===== config.mk =====
export PLATFORM = sky130hd
export DESIGN_NAME = decoder_stream
export DESIGN_NICKNAME = d
export VERILOG_FILES = /design/src/rtl/decoder_pkg.sv /design/src/rtl/decoder_lut.sv /design/src/rtl/decoder_stream.sv
export SDC_FILE = /design/constraint.sdc
export NUM_CORES = 1
export LEC_CHECK = 0
export CAP_MARGIN = 30
export CORE_UTILIZATION = 50
export DETAILED_ROUTE_END_ITERATION = 8
export GPL_ROUTABILITY_DRIVEN = 0
export GPL_TIMING_DRIVEN = 0
export PLACE_DENSITY_LB_ADDON = 0.2
export SLEW_MARGIN = 20
export SYNTH_ARGS = -nofsm -noshare
export SYNTH_HDL_FRONTEND = slang
export SYNTH_SLANG_ARGS = --single-unit
export TNS_END_PERCENT = 1

===== constraint.sdc =====
create_clock -name clk -period 3.76 [get_ports clk]
set_input_delay 0.376 -clock clk [delete_from_list [all_inputs] [get_ports clk]]
set_output_delay 0.376 -clock clk [all_outputs]
set_load 0.05 [all_outputs]

===== src/rtl/decoder_pkg.sv =====
// decoder_pkg
// Shared definitions for the streaming 3-bit decoder.
//   CODE_W  : width of the incoming code
//   state_t : occupancy state of the two-entry output buffer
//             (EMPTY / ONE word held / TWO words held)
// Optional feature macro used by decoder_stream: DECODER_STATS_EN
package decoder_pkg;

  localparam int CODE_W = 3;

  // 2'd3 is never entered on purpose; the FSM treats it as EMPTY.
  typedef enum logic [1:0] {
    ST_EMPTY = 2'd0,
    ST_ONE   = 2'd1,
    ST_TWO   = 2'd2
  } state_t;

endpackage


===== src/rtl/decoder_lut.sv =====
// decoder_lut
// Purely combinational code-to-value table: code c maps to c+1,
// zero-extended to OUT_W bits (3'b000 -> 1, 3'b111 -> 8).
// Ports:
//   i_code  [CODE_W-1:0] : code to decode
//   o_value [OUT_W-1:0]  : decoded value
module decoder_lut
  import decoder_pkg::*;
#(
  parameter int OUT_W = 8
) (
  input  logic [CODE_W-1:0] i_code,
  output logic [OUT_W-1:0]  o_value
);

  logic [3:0] w_nib;

  // Every code is legal, so the table is full; the default only keeps
  // the block latch-free.
  always_comb begin
    w_nib = 4'd0;
    case (i_code)
      3'd0:    w_nib = 4'd1;
      3'd1:    w_nib = 4'd2;
      3'd2:    w_nib = 4'd3;
      3'd3:    w_nib = 4'd4;
      3'd4:    w_nib = 4'd5;
      3'd5:    w_nib = 4'd6;
      3'd6:    w_nib = 4'd7;
      3'd7:    w_nib = 4'd8;
      default: w_nib = 4'd0;
    endcase
  end

  assign o_value = OUT_W'(w_nib);

endmodule


===== src/rtl/decoder_stream.sv =====
// decoder_stream
// Streaming decoder with valid/ready on both sides and a two-entry skid
// buffer so the upstream can run at one code per cycle even though
// in_ready is a registered signal.
// Ports:
//   clk        : clock, all state changes on the rising edge
//   rst        : synchronous active-high reset
//   in_valid   : upstream code valid
//   in_ready   : decoder accepts a code this cycle (registered)
//   in_code    : 3-bit code
//   out_valid  : out_data holds a decoded word
//   out_ready  : downstream accepts this cycle
//   out_data   : decoded value (code + 1, zero-extended to OUT_W)
//   dec_count  : saturating count of delivered words
//                (only when DECODER_STATS_EN is defined)
// Configuration macro: DECODER_STATS_EN
module decoder_stream
  import decoder_pkg::*;
#(
  parameter int OUT_W = 8,
  parameter int CNT_W = 16
) (
  input  logic              clk,
  input  logic              rst,
  input  logic              in_valid,
  output logic              in_ready,
  input  logic [CODE_W-1:0] in_code,
  output logic              out_valid,
  input  logic              out_ready,
  output logic [OUT_W-1:0]  out_data
`ifdef DECODER_STATS_EN
  ,
  output logic [CNT_W-1:0]  dec_count
`endif
);

  // Width sanity: the largest decoded value (8) needs four bits.
  if (OUT_W < 4) begin : g_badOutW
    $error("decoder_stream: OUT_W must be at least 4");
  end
  if (CNT_W < 1) begin : g_badCntW
    $error("decoder_stream: CNT_W must be at least 1");
  end

  state_t            r_state;
  state_t            w_nextState;
  logic [OUT_W-1:0]  r_mainQ;
  logic [OUT_W-1:0]  r_skidQ;
  logic              r_inReady;
  logic              r_outValid;
  logic [OUT_W-1:0]  w_dec;
  logic              w_accept;
  logic              w_xfer;

  decoder_lut #(
    .OUT_W (OUT_W)
  ) u_lut (
    .i_code  (in_code),
    .o_value (w_dec)
  );

  assign w_accept  = in_valid && r_inReady;
  assign w_xfer    = r_outValid && out_ready;
  assign in_ready  = r_inReady;
  assign out_valid = r_outValid;
  assign out_data  = r_mainQ;

  // Next occupancy. in_ready and out_valid are registered copies of
  // properties of this value, so they line up with the state register.
  always_comb begin
    w_nextState = r_state;
    case (r_state)
      ST_EMPTY: begin
        if (w_accept) w_nextState = ST_ONE;
      end
      ST_ONE: begin
        if (w_accept && !w_xfer)      w_nextState = ST_TWO;
        else if (!w_accept && w_xfer) w_nextState = ST_EMPTY;
      end
      ST_TWO: begin
        if (w_xfer) w_nextState = ST_ONE;
      end
      default: w_nextState = ST_EMPTY;
    endcase
  end

  // Buffer FSM and datapath. main_q always holds the older word, skid_q
  // the younger one. In ONE, a simultaneous accept and transfer loads
  // the new word straight into main_q so there is no bubble.
  always_ff @(posedge clk) begin
    if (rst) begin
      r_state    <= ST_EMPTY;
      r_mainQ    <= '0;
      r_skidQ    <= '0;
      r_inReady  <= 1'b0;
      r_outValid <= 1'b0;
    end else begin
      r_state    <= w_nextState;
      r_inReady  <= (w_nextState != ST_TWO);
      r_outValid <= (w_nextState == ST_ONE) || (w_nextState == ST_TWO);
      case (r_state)
        ST_EMPTY: begin
          if (w_accept) r_mainQ <= w_dec;
        end
        ST_ONE: begin
          if (w_accept && w_xfer) r_mainQ <= w_dec;
          else if (w_accept)      r_skidQ <= w_dec;
        end
        ST_TWO: begin
          if (w_xfer) r_mainQ <= r_skidQ;
        end
        default: begin
        end
      endcase
    end
  end

`ifdef DECODER_STATS_EN
  logic [CNT_W-1:0] r_decCount;

  // Delivered-word counter; sticks at all-ones instead of wrapping.
  always_ff @(posedge clk) begin
    if (rst) begin
      r_decCount <= '0;
    end else if (w_xfer && (r_decCount != {CNT_W{1'b1}})) begin
      r_decCount <= r_decCount + CNT_W'(1);
    end
  end

  assign dec_count = r_decCount;
`endif

endmodule


==> impl_metrics.env <==
export IMPL_cp_required_ns=3.38
export IMPL_hold_path_class="flop to flop"
export IMPL_firstDrtPassIters=4
export IMPL_crit_path_end_kind="output pin"
export IMPL_synth_seq_area_share_pct=34.8
export IMPL_ir_drop_v=0.000217
export IMPL_ys_flop_type="dfxtp_1"
export IMPL_dr_first_iter_drc_count=6
export IMPL_crit_buf_inv=1
export IMPL_pin_count=17
export IMPL_crit_family="buffers and inverters"
export IMPL_synth_cell_area_um2=689
export IMPL_antenna_cells=0
export IMPL_fin_cells=104
export IMPL_root_buffer="clkbuf_4"
export IMPL_slew_headroom_pct=66.1
export IMPL_ys_async_sr_fraction_pct=0
export IMPL_slew_viol_final=0
export IMPL_fin_util_pct=68.2
export IMPL_holdWs_ns=0.467
export IMPL_synth_edf_count=0
export IMPL_cts_hold_fix_buffers=0
export IMPL_finalWirelength_mm=1.34
export IMPL_port_buffers=12
export IMPL_clk_pin_slew_ns=0.08
export IMPL_layout_min_cycle_time_ns=1.90
export IMPL_die_h_um=39.1
export IMPL_grt_pass1_vias=500
export IMPL_nets=100
export IMPL_maxCapViolCount=0
export IMPL_die_area_mm2=0.00153
export IMPL_insertion_delay_ns=0.28
export IMPL_powerDensity_mw_per_mm2=391
export IMPL_grt_pass1_wl_mm=2.01
export IMPL_postSynthAreaPerCell_um2=9.85
export IMPL_max_stage_delay_ns=0.83
export IMPL_grt_max_degree=11
export IMPL_post_cts_buffers=0
export IMPL_place_area_um2=840
export IMPL_rsz0062_at_grt="no"
export IMPL_drive_above_1_share_pct=19.1
export IMPL_cts_sinks=12
export IMPL_drc=0
export IMPL_core_area_mm2=0.00128
export IMPL_p_leak_nw=0.388
export IMPL_rows=13
export IMPL_cp_slowest_cell="clkdlybuf4s50_1"
export IMPL_critPathMaxFanout=4
export IMPL_grt_remaining_overflow=0
export IMPL_finalInstanceArea_um2=876
export IMPL_worstPathArrival_ns=1.52
export IMPL_grt_total_usage_pct=20.2
export IMPL_hold_viol=0
export IMPL_wl_per_cell_um=12.9
export IMPL_ys_seq_elements=12
export IMPL_criticalPathCategory="flop to output pin"
export IMPL_netlist_instances=70
export IMPL_cts_buffer_depth=2
export IMPL_ys_warn_count=0
export IMPL_area_growth_pct=27.0
export IMPL_start_kind="flop"
export IMPL_setup_viol=0
export IMPL_hpwl_um=976
export IMPL_status="completed"
export IMPL_cts_made_buffers=3
export IMPL_crit_chain="clkdlybuf4s50_1"
export IMPL_cts_resized=0
export IMPL_dp_cells=100
export IMPL_fin_crit_sh_pct=50.5
export IMPL_vias=553
export IMPL_antenna_found_initial=0
export IMPL_fmax_ghz=0.527
export IMPL_fin_skew_ns=0.00341
export IMPL_cts_max_level=1
export IMPL_initial_core_util_pct=53.7
export IMPL_post_drt_via_cell_ratio=5.32
export IMPL_cts_tree="done"
export IMPL_worstMarginPinSlew_ns=0.506
export IMPL_fp_dieW_um=39.1
export IMPL_fin_tns_setup_ns=0
export IMPL_drtAntennaViolNets=0
export IMPL_ys_types=34
-- where the power goes --
part           internal [mW]  total, mW  switching (mW)
combinational         0.0371     0.0916          0.0544
sequential             0.135      0.143         0.00739
clock                 0.0590      0.108          0.0490
total                  0.231      0.342           0.111
-- layout make-up --
type / count / area [um2]
Tap cell: 15 / 18.8
Inverter: 2 / 7.51
Timing Repair Buffer: 12 / 120
Fill cell: 106 / 409
Sequential cell: 12 / 240
Clock buffer: 4 / 36.3
Multi-Input combinational cell: 53 / 407
Buffer: 6 / 46.3
-- per-layer routing --
layer  part of all wire [%]  GRT usage [%]  wire length [um]
met5                      0              0                 0
met4                    3.1           12.9                41
met3                    2.9           3.47                39
met2                     44           32.9               593
met1                     50           24.0               663
-- registers in the layout, summed over array words and instances, names as in the netlist --
register and cells:
r_state 2, out_valid 1, out_data 4, in_ready 1
r_skidQ 4
-- cell usage in the layout (no fill, tap or decap), drive strengths merged, types with 2 or more instances in the layout --
cell type and count:
dfxtp 12, mux2 2, nor2 3, nand2b 3, mux2i 4, and2 2, a21oi 4, nand2 7
a211oi 4, buf 6, inv 2, clkdlybuf4s50 12, ha 3, nor3b 2, o31ai 2, clkbuf 4
conb 4
-- metrics by stage --
step / setup WS, ns / power (mW)
floorplan: 2.19 / 0.210
global placement: 1.96 / 0.235
detailed placement: 1.93 / 0.237
CTS: 1.86 / 0.342
global route: 1.81 / 0.353
finish: 1.86 / 0.342
-- final timing paths --
check,start,to,slack (ns),depth (start not counted)
hold / removal,out_data[0],out_data[0],0.47,2
hold reg to reg,out_data[0],out_data[0],0.47,2
setup / recovery,in_ready,in_ready,1.86,1
setup reg to reg,r_state[0],out_valid,2.25,5
-- cell usage after synthesis, drive strengths merged, types with 2 or more instances --
library cell | count | area [um2]
a211oi | 4 | 40.0
a21oi | 4 | 23.8
and2 | 2 | 12.5
buf | 6 | 46.3
dfxtp | 12 | 240
ha | 3 | 37.5
inv | 2 | 7.51
mux2 | 2 | 26.3
mux2i | 4 | 40.0
nand2 | 7 | 26.3
nand2b | 3 | 21.3
nor2 | 3 | 11.3
nor3b | 2 | 15.0
o31ai | 2 | 15.0
-- cells by family after synthesis --
logic type | count (synthesis) | synth area share (%)
simple gates | 23 | 21.6
compound gates | 16 | 18.9
flops | 12 | 34.8
buf+inv | 8 | 7.80
mux | 6 | 9.62
fa+ha+maj | 3 | 5.45
other cells | 1 | 0.544
xor+xnor | 1 | 1.27
-- worst reg2reg max path, delay by kind of cell (launching register included) --
family          cells  cell delay (ns)
simple gates        1             0.09
flops               1             0.46
fa+ha+maj           1             0.28
xor+xnor            1             0.15
compound gates      2             0.48
(Power assumes the default switching activity.)
